<file path="src/rtl/ctrl_pipe_pkg.sv">
// Shared constants and stage-entry type for the control pipeline chain.
// Optional stall statistics are enabled with CTRL_PIPE_STATS_EN.
package ctrl_pipe_pkg;

    localparam int DEF_WIDTH = 16;
    localparam int DEF_DEPTH = 3;
    localparam int STAT_W    = 32;

    typedef struct packed {
        logic                 valid;
        logic [DEF_WIDTH-1:0] data;
    } stage_entry_t;

endpackage

</file>
<file path="src/rtl/ctrl_pipe_stage.sv">
// One register stage of the control chain: a valid bit, a payload,
// and the accept condition toward its upstream neighbour.
module ctrl_pipe_stage
    import ctrl_pipe_pkg::*;
#(
    parameter int WIDTH = DEF_WIDTH
) (
    input  logic             clk,
    input  logic             reset,
    input  logic             en,
    input  logic             flush,
    input  logic             up_valid,
    input  logic [WIDTH-1:0] up_data,
    input  logic             down_accept,
    output logic             accept,
    output logic             valid,
    output logic [WIDTH-1:0] data
);

    // An empty slot always takes the upstream entry, even a bubble.
    assign accept = !valid || down_accept;

    always_ff @(posedge clk or posedge reset) begin
        if (reset) begin
            valid <= 1'b0;
            data  <= '0;
        end else if (flush) begin
            valid <= 1'b0;
        end else if (en && accept) begin
            valid <= up_valid;
            if (up_valid) begin
                data <= up_data;
            end
        end
    end

endmodule

</file>
<file path="src/rtl/ctrl_pipe_chain.sv">
// Stallable, flushable valid/ready register chain for control bundles.
// Define CTRL_PIPE_STATS_EN to add the saturating stall_cycles counter.
module ctrl_pipe_chain
    import ctrl_pipe_pkg::*;
#(
    parameter int WIDTH = DEF_WIDTH,
    parameter int DEPTH = DEF_DEPTH
) (
    input  logic                       clk,
    input  logic                       reset,
    input  logic                       in_valid,
    output logic                       in_ready,
    input  logic [WIDTH-1:0]           in_data,
    output logic                       out_valid,
    input  logic                       out_ready,
    output logic [WIDTH-1:0]           out_data,
    input  logic                       stall,
    input  logic                       flush,
    output logic [$clog2(DEPTH+1)-1:0] occupancy
`ifdef CTRL_PIPE_STATS_EN
    ,
    output logic [STAT_W-1:0]          stall_cycles
`endif
);

    localparam int OCC_W = $clog2(DEPTH+1);

    logic             move;
    logic [DEPTH-1:0] vld;
    logic [DEPTH-1:0] acc;
    logic [WIDTH-1:0] dat [DEPTH];

    assign move = !stall && !flush;

    for (genvar i = 0; i < DEPTH; i++) begin : g_stage
        logic             up_v;
        logic [WIDTH-1:0] up_d;
        logic             dn_acc;

        if (i == 0) begin : g_head
            assign up_v = in_valid;
            assign up_d = in_data;
        end else begin : g_body
            assign up_v = vld[i-1];
            assign up_d = dat[i-1];
        end

        // Downstream frees a slot if any later stage is empty or the sink drains.
        if (i == DEPTH-1) begin : g_tail
            assign dn_acc = out_ready;
        end else begin : g_mid
            assign dn_acc = out_ready || !(&vld[DEPTH-1:i+1]);
        end

        ctrl_pipe_stage #(
            .WIDTH (WIDTH)
        ) u_stage (
            .clk         (clk),
            .reset       (reset),
            .en          (!stall),
            .flush       (flush),
            .up_valid    (up_v),
            .up_data     (up_d),
            .down_accept (dn_acc),
            .accept      (acc[i]),
            .valid       (vld[i]),
            .data        (dat[i])
        );
    end

    assign in_ready  = acc[0] && move;
    assign out_valid = vld[DEPTH-1] && move;
    assign out_data  = out_valid ? dat[DEPTH-1] : '0;

    always_comb begin
        occupancy = '0;
        for (int i = 0; i < DEPTH; i++) begin
            occupancy = occupancy + OCC_W'(vld[i]);
        end
    end

`ifdef CTRL_PIPE_STATS_EN
    always_ff @(posedge clk or posedge reset) begin
        if (reset) begin
            stall_cycles <= '0;
        end else if (stall && !flush && stall_cycles != '1) begin
            stall_cycles <= stall_cycles + STAT_W'(1);
        end
    end
`else
    // Default build carries no statistics state.
`endif

endmodule
</file>
<file path="config.mk">
export PLATFORM = sky130hd
export DESIGN_NAME = ctrl_pipe_chain
export DESIGN_NICKNAME = d
export VERILOG_FILES = /design/src/rtl/ctrl_pipe_pkg.sv /design/src/rtl/ctrl_pipe_stage.sv /design/src/rtl/ctrl_pipe_chain.sv
export SDC_FILE = /design/constraint.sdc
export NUM_CORES = 1
export LEC_CHECK = 0
export CORE_UTILIZATION = 43
export CTS_BUF_LIST = sky130_fd_sc_hd__clkbuf_4 sky130_fd_sc_hd__clkbuf_8 sky130_fd_sc_hd__clkbuf_16
export CTS_CLUSTER_SIZE = 8
export DETAILED_ROUTE_END_ITERATION = 12
export GPL_TIMING_DRIVEN = 0
export PLACE_DENSITY_LB_ADDON = 0.3
export SYNTH_ARGS = -nofsm -noshare
export SYNTH_HDL_FRONTEND = slang
export SYNTH_HIERARCHICAL = 1
export SYNTH_SLANG_ARGS = --single-unit
</file>
<file path="constraint.sdc">
create_clock -name clk -period 1.68 [get_ports clk]
set_input_delay 0.336 -clock clk [delete_from_list [all_inputs] [get_ports clk]]
set_output_delay 0.336 -clock clk [all_outputs]
set_load 0.02 [all_outputs]
</file>
==> reports/metrics.csv <==
stage;metric;value;unit
critical_path;crit path kind;reg -> out;
global_routing;total global-route track usage;19.3;%
routing;Pre-Repair DR Iteration Count;4;
synthesis;Cell Area, Synth;2310;um^2
run_status;failing checks;negative setup slack;
cts;Worst-path clk slew;0.08;ns
layout;final instance area;3120;um^2
cts;CTS root buffer;clkbuf_8;
synthesis;main combinational cell family by area after synthesis;multiplexers;
floorplan;Ports;42;
synthesis;Warnings, synthesis;6;
layout;area grow syn2layout;35.3;%
timing;Setup WS post-layout;-0.136;ns
floorplan;die height;75.3;um
synthesis;mux share of post-synthesis cell area;23.4;%
place;port bufs;41;
floorplan;Chip Width;75.3;um
timing;RSZ-0062 raised after global routing;yes;
synthesis;Synth Register Bits;51;
run;Max-Cap Viols;0;
timing;Tightest Pin Transition;0.749;ns
layout;share of cells above drive strength 1;59.2;%
routing;Avg WL per Cell;17.0;um
power;Sequential Power Share;54.5;%
routing;via count;1436;
power;power share of the clock group;28.2;%
synthesis;number of library cell types mapped by synthesis;17;
critical_path;CP arrival;1.48;ns
power;logic gate share of total power;17.3;%
timing;final setup fails;50;
timing;post-route minimum period;1.82;ns
routing;number of DRC markers in iteration 0;41;
global_routing;antenna violations before repair;0;
routing;routed wire length;4.80;mm
timing;max_slew headroom;50.0;%
timing;Clock Skews;0.00359;ns
synthesis;sequential element share of the synthesized area;55.3;%
worst_hold_path;worst hold path class;in -> reg;
global_routing;vias in the first global route;1485;
critical_path;Worst setup SP type;flip-flop;
global_routing;largest net degree at the start of global routing;18;
floorplan;initial core utilization;44.9;%
synthesis;Compound-Gate Fraction of Synth Area;0.650;%
layout;Fillers;428;
global_routing;first-pass GRT wire length;7.68;mm
synthesis;syn_area_per_cell;15.6;um^2
timing;Max Freq;551;MHz
critical_path;Critical Path End Type;primary output;
routing;Via density;5.07;
global_routing;Overflow after GRT;0;
floorplan;Placement Rows;26;
place;Post-DP HPWL;3.21;mm
place;Post-DP Area;2840;um^2
timing;Hold Vio Cnt, Final;0;
run_status;status;complete, but fails checks;
layout;Nets;235;
layout;fin cells;283;
power;Sw Pwr;0.710;mW
power;switching portion of total power;23.1;%
synthesis;Post-Synth Adder-Cell Area;0.867;%
critical_path;crit-path max FO;4;
synthesis;simple-gate share of the synthesized area;16.4;%
power;Internal;2.37;mW
place;GPL Wtd Cong;0.723;
layout;# diodes;0;
timing;final worst path period share;108;%
floorplan;core footprint;5140;um^2
timing;Max Slew Vio Count;0;
synthesis;post-synth net total;171;
cts;CTS tree;done;
cts;clock sinks;51;
cts;Hold-fix buffers, CTS;0;
power;Leak;1.41;nW
power;Max VDD drop;814;uV
synthesis;XOR/XNOR Fraction of Synth Area;0;%
place;pre-CTS WS;-1.10;ns
power;Pwr Density;986;nW/um^2
routing;drt drc;0;
place;placed cell count;259;
critical_path;Worst Path Required;1.34;ns
cts;worst-case clock buffer depth;2;
cts;clk_lat worst skew;0.30;ns
synthesis;Gate Count Post-Synth;148;
cts;H-tree levels;2;
routing;Detail Route Antenna Nets;0;
cts;CTS buffer count;5;
timing;Hold Slack;0.464;ns
floorplan;Die ar.;5670;um^2
-- synthesized netlist by cell type (all sizes together) --
cell     n  area [um^2]
a21oi    3         15.0
and4bb   8          100
buf      6         63.8
dfrtp   51         1280
fa       1         20.0
inv      4         15.0
mux2    48          541
nand2    9         33.8
nand2b   4         32.5
nand3b   1         7.51
nor3b    5         71.3
nor4bb   8          133
-- area by class of cell --
cell class,instances,area (um^2),share of cell area [%]
sequential,51,1280,40.9
multi-input combinational,87,1050,33.5
timing repair buffer,57,508,16.3
tap,70,87.6,2.80
clock buffer,6,82.6,2.64
buffer,6,71.3,2.28
clock inverter,2,35.0,1.12
inverter,4,15.0,0.481
-- what timing repair did --
action                     in CTS  in global routing
gates resized for setup       123                 14
pin swaps                       4                  2
cloned                          3                  0
setup buffers                  13                  0
setup endpoints to repair      68                 62
-- per-stage QoR --
| stage | total power [mW] | util (%) | setup TNS [ns] |
|---|---|---|---|
| floorplan | 2.01 | - | -1.04 |
| global placement | 2.14 | 55.2 | -52.93 |
| detailed placement | 2.19 | 55.2 | -57.32 |
| CTS | 3.10 | 59.9 | -1.03 |
| global route | 3.24 | 60.8 | -5.85 |
| finish | 3.08 | 60.8 | -1.92 |
-- worst max-delay path, cell delays in order (launching register included) --
cell     delay (ns)
dfrtp_2        0.45
buf_6          0.13
fa_1           0.49
buf_6          0.12
-- worst paths after layout --
path,slack (ns),from,cells past startpoint,to
hold / removal,0.46,flush,2,g_stage[1].u_stage/valid
max in group asynchronous,0.69,reset,2,g_stage[0].u_stage/data[5]
hold reg to reg,0.51,g_stage[0].u_stage/data[15],1,g_stage[1].u_stage/data[15]
setup reg to reg,-0.07,g_stage[2].u_stage/valid,7,g_stage[1].u_stage/data[7]
min in group asynchronous,0.47,reset,2,g_stage[2].u_stage/data[12]
setup / recovery,-0.14,g_stage[2].u_stage/valid,3,occupancy[0]
-- logic make-up after synthesis --
kind of cell / after synthesis
fa+ha+maj: 1
mux: 48
simple gates: 35
compound gates: 3
flops: 51
buf+inv: 10
-- registers in the layout (all words and copies together), names as in the netlist --
| register | cells |
|---|---|
| g_stage.u_stage/data | 48 |
| g_stage.u_stage/valid | 3 |
-- per-layer routing --
| metal | vias up | global-route usage [%] | wire length (um) | share of wire (%) |
|---|---|---|---|---|
| li1 | 664 | - | - | - |
| met1 | 735 | 22.7 | 1930 | 40 |
| met2 | 30 | 34.3 | 2620 | 55 |
| met3 | 7 | 3.75 | 154 | 3.2 |
| met4 | 0 | 8.85 | 93 | 1.9 |
| met5 | - | 0 | 0 | 0 |
-- placed cells by master (no fill, tap or decap), types with 2 or more instances in the layout --
cell type / instances
buf_4: 13
nor4bb_2: 3
inv_1: 3
nor3b_4: 3
dfrtp_1: 50
clkdlybuf4s50_1: 18
nand2b_2: 3
mux2_4: 11
mux2_2: 37
buf_6: 17
nor3b_2: 2
nand2_1: 9
nor4bb_4: 5
a21oi_1: 3
buf_2: 11
and4bb_2: 8
clkbuf_8: 6
-- power groups by stage --
| stage | sequential (mW) | combinational [mW] | clock [mW] |
|---|---|---|---|
| CTS | 1.68 | 0.530 | 0.895 |
| finish | 1.68 | 0.531 | 0.869 |
| floorplan | 1.63 | 0.384 | 0 |
| global route | 1.72 | 0.575 | 0.940 |
| detailed placement | 1.70 | 0.491 | 0 |
| global placement | 1.68 | 0.467 | 0 |
(Power assumes the default switching activity.)
